[config.mk]
export PLATFORM = sky130hd
export DESIGN_NAME = prim_stim_gen
export DESIGN_NICKNAME = d
export VERILOG_FILES = /design/src/rtl/prim_stim_gen.sv
export SDC_FILE = /design/constraint.sdc
export NUM_CORES = 1
export LEC_CHECK = 0
export CORE_AREA = 5 5 80 82
export CTS_BUF_LIST = sky130_fd_sc_hd__clkbuf_4 sky130_fd_sc_hd__clkbuf_8
export DETAILED_ROUTE_END_ITERATION = 16
export DIE_AREA = 0 0 85 87
export GPL_ROUTABILITY_DRIVEN = 1
export PLACE_DENSITY_LB_ADDON = 0.1
export RECOVER_POWER = 100
export SYNTH_ARGS = -nofsm -noshare
export SYNTH_HDL_FRONTEND = slang
export SYNTH_SLANG_ARGS = --single-unit
[constraint.sdc]
create_clock -name C -period 3 [get_ports C]
set_input_delay 0.45 -clock C [delete_from_list [all_inputs] [get_ports C]]
set_output_delay 0.45 -clock C [all_outputs]
set_load 0.1 [all_outputs]
[src/rtl/prim_stim_gen.sv]
// Phased stimulus sequencer for flip-flop primitive benches: reset hold, load,
// hold and mixed-random phases, driven from a seeded 16-bit Fibonacci LFSR.
module prim_stim_gen #(
  parameter int          WIDTH    = 1,
  parameter logic [15:0] SEED     = 16'hACE1,
  parameter int          RST_CYC  = 2,
  parameter int          LOAD_CYC = 10,
  parameter int          HOLD_CYC = 4,
  parameter int          MIX_CYC  = 32,
  parameter bit          MID_RST  = 1'b1
) (
  input  logic             C,
  input  logic             R,
  input  logic             start,
  output logic [WIDTH-1:0] D_out,
  output logic             E_out,
  output logic             R_out,
  output logic             busy,
  output logic             done,
  output logic [2:0]       phase
);

  typedef enum logic [2:0] {
    IDLE     = 3'd0,
    RESET_PH = 3'd1,
    LOAD     = 3'd2,
    HOLD     = 3'd3,
    MIXED    = 3'd4,
    DONE     = 3'd5
  } phase_e;

  // A zero seed would lock the LFSR at zero forever.
  localparam logic [15:0] SEED_EFF = (SEED == 16'h0000) ? 16'hACE1 : SEED;
  localparam logic [15:0] RST_LAST  = 16'(RST_CYC - 1);
  localparam logic [15:0] LOAD_LAST = 16'(LOAD_CYC - 1);
  localparam logic [15:0] HOLD_LAST = 16'(HOLD_CYC - 1);
  localparam logic [15:0] MIX_LAST  = 16'(MIX_CYC - 1);

  phase_e      state_q, state_d;
  logic [15:0] cnt_q, cnt_d;
  logic [15:0] lfsr_q, lfsr_next;
  logic        busy_d, e_d, r_d;

  assign lfsr_next = {lfsr_q[14:0], lfsr_q[15] ^ lfsr_q[13] ^ lfsr_q[12] ^ lfsr_q[10]};
  assign phase     = state_q;

  // NOTE: every signal driven here gets a default first so no path can infer a latch.
  always_comb begin
    state_d = state_q;
    cnt_d   = cnt_q;
    case (state_q)
      IDLE, DONE: begin
        if (start) begin
          state_d = RESET_PH;
          cnt_d   = RST_LAST;
        end
      end
      RESET_PH: begin
        if (cnt_q == 16'd0) begin
          state_d = LOAD;
          cnt_d   = LOAD_LAST;
        end else begin
          cnt_d = cnt_q - 16'd1;
        end
      end
      LOAD: begin
        if (cnt_q == 16'd0) begin
          state_d = HOLD;
          cnt_d   = HOLD_LAST;
        end else begin
          cnt_d = cnt_q - 16'd1;
        end
      end
      HOLD: begin
        if (cnt_q == 16'd0) begin
          state_d = MIXED;
          cnt_d   = MIX_LAST;
        end else begin
          cnt_d = cnt_q - 16'd1;
        end
      end
      MIXED: begin
        if (cnt_q == 16'd0) begin
          state_d = DONE;
          cnt_d   = 16'd0;
        end else begin
          cnt_d = cnt_q - 16'd1;
        end
      end
      default: begin
        state_d = IDLE;
        cnt_d   = 16'd0;
      end
    endcase
  end

  // Outputs are registered, so they are decoded from the phase about to be entered
  // and from the LFSR value that is consumed on that same edge.
  always_comb begin
    busy_d = 1'b0;
    e_d    = 1'b0;
    r_d    = 1'b1;
    case (state_d)
      IDLE:     r_d = 1'b0;
      RESET_PH: begin busy_d = 1'b1; r_d = 1'b0; end
      LOAD:     begin busy_d = 1'b1; e_d = 1'b1; end
      HOLD:     busy_d = 1'b1;
      MIXED: begin
        busy_d = 1'b1;
        e_d    = lfsr_q[15];
        r_d    = !(MID_RST && (lfsr_q[14:12] == 3'b111));
      end
      default: ;
    endcase
  end

  // NOTE: sequential state uses non-blocking assignments only, so every register
  // samples pre-edge values regardless of statement order.
  always_ff @(posedge C or negedge R) begin
    if (!R) begin
      state_q <= IDLE;
      cnt_q   <= 16'd0;
      lfsr_q  <= SEED_EFF;
      D_out   <= '0;
      E_out   <= 1'b0;
      R_out   <= 1'b0;
      busy    <= 1'b0;
      done    <= 1'b0;
    end else begin
      state_q <= state_d;
      cnt_q   <= cnt_d;
      E_out   <= e_d;
      R_out   <= r_d;
      busy    <= busy_d;
      done    <= (state_d == DONE);
      if (busy_d) begin
        D_out  <= lfsr_q[WIDTH-1:0];
        lfsr_q <= lfsr_next;
      end
    end
  end

endmodule

-- After elaboration in Yosys (flattened, before gate mapping)
Cells that the tools add are included.
- $add $sub $neg: 1
- eq/ne operators: 12
- mux-type cells: 15
- bitwise gates (word level): 3
- reductions and logical operators: 7
- operators with widths (kind ; count):
    $mux 16 ; 5
    $pmux 16 s5 ; 1
    $logic_not 16->1 ; 1
    $sub 16x1->16 const B ; 1
    $eq 3x3->1 const B ; 5
    $mux 3 ; 5
    $pmux 3 s5 ; 1
    $eq 3x2->1 const B ; 4
    $eq 3x1->1 const B ; 2
    $logic_not 3->1 ; 2
    $pmux 1 s2 ; 2
    $reduce_or 2->1 ; 2
    $reduce_or 4->1 ; 1
    $xor 1x1->1 ; 3
    $ne 2x2->1 const B ; 1
    $logic_not 1->1 ; 1
    $mux 1 ; 1
- register bits: 40
- output and inout port bits: 8
- word-level logic and storage cells: 46

-- Longest topological paths before layout
- word-level depth: 6
- gate-level depth with buffers: 8
- mapped depth without buffers: 6

-- Worst setup path before layout
Ideal clock, no wire load.
- path kind: reg2reg
- start: register state_q[2] (netlist: phase[2])
- end: register lfsr_q[12]
- library setup time: 0.125 ns
- arrival time: 2.333 ns
- required time: 2.875 ns
- setup slack: 0.542 ns
- cell stages (with the launch flop): 7
- path buffers: 2
- cells stage by stage: dfrtp_1 > buf_2 > nor2b_1 > a22o_1 > o21ai_4 > buf_12 > mux2_4
- cells in the longest elaborated chain, start to end: 6
- elaborated cells on any way between the ends: 19
- classes of those cells: eq/ne (9); mux (7); reduce/logical (3)
- ends and longest elaborated chain (element ; RTL line ; source):
    start, declared ; 39 ; phase_e state_q, state_d;
    start signal, assigned ; 130 ; state_q <= state_d;
    $eq 3x3->1 or $logic_not 3->1 (tied branches) ; 51 ; case (state_q)
    $reduce_or 2->1 ; 51 ;
    $pmux 3 s5 (*) ; 51 ;
    $eq 3x3->1, or another cell as far along ; 103 ; case (state_d)
    $reduce_or 4->1 (no source line) (*) ; n/a ;
    $mux 1 (*) ; 103 ;
    end signal, assigned ; 138 ; lfsr_q <= lfsr_next;
    end, declared ; 41 ; logic [15:0] lfsr_q, lfsr_next;
Mark *: on every way between the ends. The rest lies on a longest branch, timed or not.
A chain may end at the register's enable or synchronous reset.

-- Final worst setup path
- start: register state_q[0] (netlist: phase[0])
- end: output port phase[0]
- RTL lines (element ; RTL line ; source):
    end, declared ; 20 ; output logic [2:0] phase
No word-level cell between the ends.

==> results_dict.tcl <==
set metrics [dict create \
    post_drt_wl_per_cell_um 15.7 \
    worst-setup-path-type "reg2out" \
    grt_pass1_wl_um 7900 \
    relSlewSlack_pct -36.5 \
    clkSinkCount 39 \
    ir_drop_uv 201 \
    ff_latch_area_um2 986 \
    grt_overflow 0 \
    synth_seq_cells 39 \
    min_period_ns 2.52 \
    cts_root_buffer "clkbuf_8" \
    cts_max_level 2 \
    dp_hpwl_um 3120 \
    grt_setup_unrepaired "false" \
    regToRegStartpoint "cnt_q[0]$_DFFE_PN0P_" \
    cp-startpoint "phase[0]$_DFF_PN0_" \
    synth-simple-area-share_pct 18.6 \
    synth_top_cell_area_share_pct 34.9 \
    ys_async_sr_fraction_pct 100 \
    synthMuxAreaShare_pct 10.6 \
    wl_um 4430 \
    yosys.area_share.adder_pct 0.562 \
    rows 28 \
    antenna_left 0 \
    hp-class "reg2reg" \
    syn_avg_cell_area_um2 11.2 \
    clk_latency_ns 0.29 \
    worstPathRequired_ns 2.55 \
    fin_area_um2 2340 \
    initial_utilization_pct 39.2 \
    cts.reportedPaths.clkPinSlew_ns 0.09 \
    fin_nets 211 \
    synthTopCellsByArea "dfrtp_1 (35%), dfstp_2 (9.4%), mux2_4 (6.1%), mux2_2 (4.6%), nor4_4 (2.9%)" \
    wl_met3_um 154 \
    hold_buffers 0 \
    antenna_cells 0 \
    antenna_found_initial 0 \
    cp.arrival_ns 2.07 \
    min-delay-start "lfsr_q[8]$_DFFE_PN0P_" \
    grt_use_total_pct 13.3 \
    min_period_over_period_pct 84.1 \
    dieArea_um2 7400 \
    synth_cell_type_count 53 \
    startpoint_type "register" \
    via_per_inst 5.56 \
    drtIter0Drc 89 \
    cts_tree "yes" \
    ys.flop_type "dfrtp_1" \
    cts_resized 0 \
    synth_edf_count 0 \
    synth.most_common_cell "dfrtp_1" \
    placed_area_um2 2330 \
    critPathCaptureType "output pin" \
    die_h_um 87 \
    skew_ns 0.0149 \
    status "complete, but fails checks" \
    cts_setup_buffers 0 \
    maxCapViolations 1 \
    synthXorXnorAreaFrac_pct 4.78 \
    leakagePower_nw 0.885 \
    synth_area_um2 2220 \
    die_w_um 85 \
    critPathMaxStageDelay_ns 0.93 \
    wl_met2_um 2210 \
    area_delta_synth_final_pct 5.34 \
    highest_layer "met4" \
    coreArea_um2 5680 \
    multiInputGateArea_um2 1090 \
    first_pass_iters 4 \
    syn_nets 203 \
    tightestPinTransition_ns 2.05 \
    netlist_top_cells_count "dfrtp_1 (31), nor2_1 (12), o21ai_0 (11)" \
    grt_max_degree 40 \
    synth_cells 199 \
    path_cells "clkbuf_1" \
    crit_family "buffers and inverters" \
    io_buffers 10 \
    clk_path_buf_depth 2 \
    first_global_vias 1641 \
    yosysWarnings 0 \
    vias 1574 \
    place_congestion 0.867 \
    fin_tns_setup_ns 0 \
    critPathMaxFanout 22 \
    critPathSlowestCell "clkbuf_1" \
    synth_top_family_by_area "simple AND/OR/NAND/NOR gates" \
    pin_count 11 \
    yosys.area.top_type "dfrtp_1" \
    n_fill_cell 584 \
    slew_violations 40 \
    cts_inserted_buffers 5 \
    drc 0 \
    power_density_nw_per_um2 395 \
    synth-compound-area-share_pct 16.3 \
    yosysSeqAreaShare_pct 44.3 \
    hold_viol_final 0 \
    wl_met1_um 2030 \
    clock.fmax_mhz 396 \
    violations "max-capacitance violations, max-slew violations" \
    critPathBufInv 1 \
    drive_gt1_share_pct 16.3 \
    setup_viol 0 \
]
==> registers in the layout, summed over array words and instances, names as in the netlist <==
name    flops
busy        1
cnt_q      16
R_out       1
lfsr_q     16
done        1
E_out       1
phase       3
==> final cells by class <==
type,instances,area share (%)
Sequential cell,39,42.1
Timing Repair Buffer,12,2.35
Multi-Input combinational cell,140,46.3
Clock buffer,6,3.26
Tap cell,75,4.00
Inverter,9,1.44
Clock inverter,2,0.534
==> kinds of logic after synthesis <==
| family | after synthesis |
|---|---|
| AND/OR/NAND/NOR | 61 |
| AO/OA/AOI/OAI | 50 |
| flip-flops | 39 |
| buffers and inverters | 20 |
| multiplexers | 18 |
| XOR/XNOR | 10 |
| adder cells (fa/ha/maj) | 1 |
==> metal layers <==
metal	GRT usage [%]	vias to the layer above
li1	-	764
met1	16.5	773
met2	22.1	33
met3	3.41	4
met4	5.04	0
met5	0	-
==> through the flow <==
stage | total power [mW] | hold slack [ns] | worst slack (ns) | std cells | utilization, %
after global routing | 0.974 | 0.515 | 0.342 | 283 | 41.3
after CTS | 0.943 | 0.308 | 0.473 | 283 | 42.7
after detailed placement | 0.581 | 0.500 | 0.500 | 275 | 41.1
after floorplan | 0.564 | 0.154 | 0.542 | 199 | -
after global placement | 0.579 | 0.483 | 0.545 | 275 | 41.1
final | 0.925 | 0.480 | 0.477 | 283 | 41.3
==> layout by cell type (no fill, tap or decap), drive strengths merged, types with 2 or more instances in the layout <==
| master | Yosys | routed |
|---|---|---|
| dfrtp | 31 | 31 |
| mux2 | 18 | 18 |
| clkbuf | 4 | 16 |
| nor2 | 12 | 12 |
| o21ai | 12 | 12 |
| nand2 | 10 | 10 |
| inv | 9 | 9 |
| a21oi | 9 | 9 |
| dfstp | 8 | 8 |
| nand3 | 7 | 7 |
| o211ai | 7 | 7 |
| xor2 | 7 | 7 |
| o2111ai | 6 | 6 |
| or4 | 6 | 6 |
| o31ai | 5 | 5 |
| nor4 | 5 | 5 |
| or3 | 4 | 4 |
| xnor2 | 3 | 3 |
| nand4 | 3 | 3 |
| and4 | 2 | 2 |
| a22oi | 2 | 2 |
| nor3 | 2 | 2 |
| nand2b | 2 | 2 |
| a22o | 2 | 2 |
==> worst paths after layout <==
check                                               to  slack, ns  cells past startpoint
worst max-delay path                          phase[0]       0.48                      1
worst min-delay path             lfsr_q[9]$_DFFE_PN0P_       0.48                      1
worst max register to register    cnt_q[0]$_DFFE_PN0P_       0.55                      7
worst min register to register   lfsr_q[9]$_DFFE_PN0P_       0.48                      1
max in group asynchronous       lfsr_q[12]$_DFFE_PN0P_       1.08                      1
min in group asynchronous         cnt_q[4]$_DFFE_PN0P_       0.74                      1
==> power by group <==
part / internal [mW] / total, mW / switching, mW
logic: 0.00778 / 0.0261 / 0.0183
clock network: 0.172 / 0.356 / 0.184
registers: 0.532 / 0.543 / 0.0113
(Power assumes the default switching activity.)
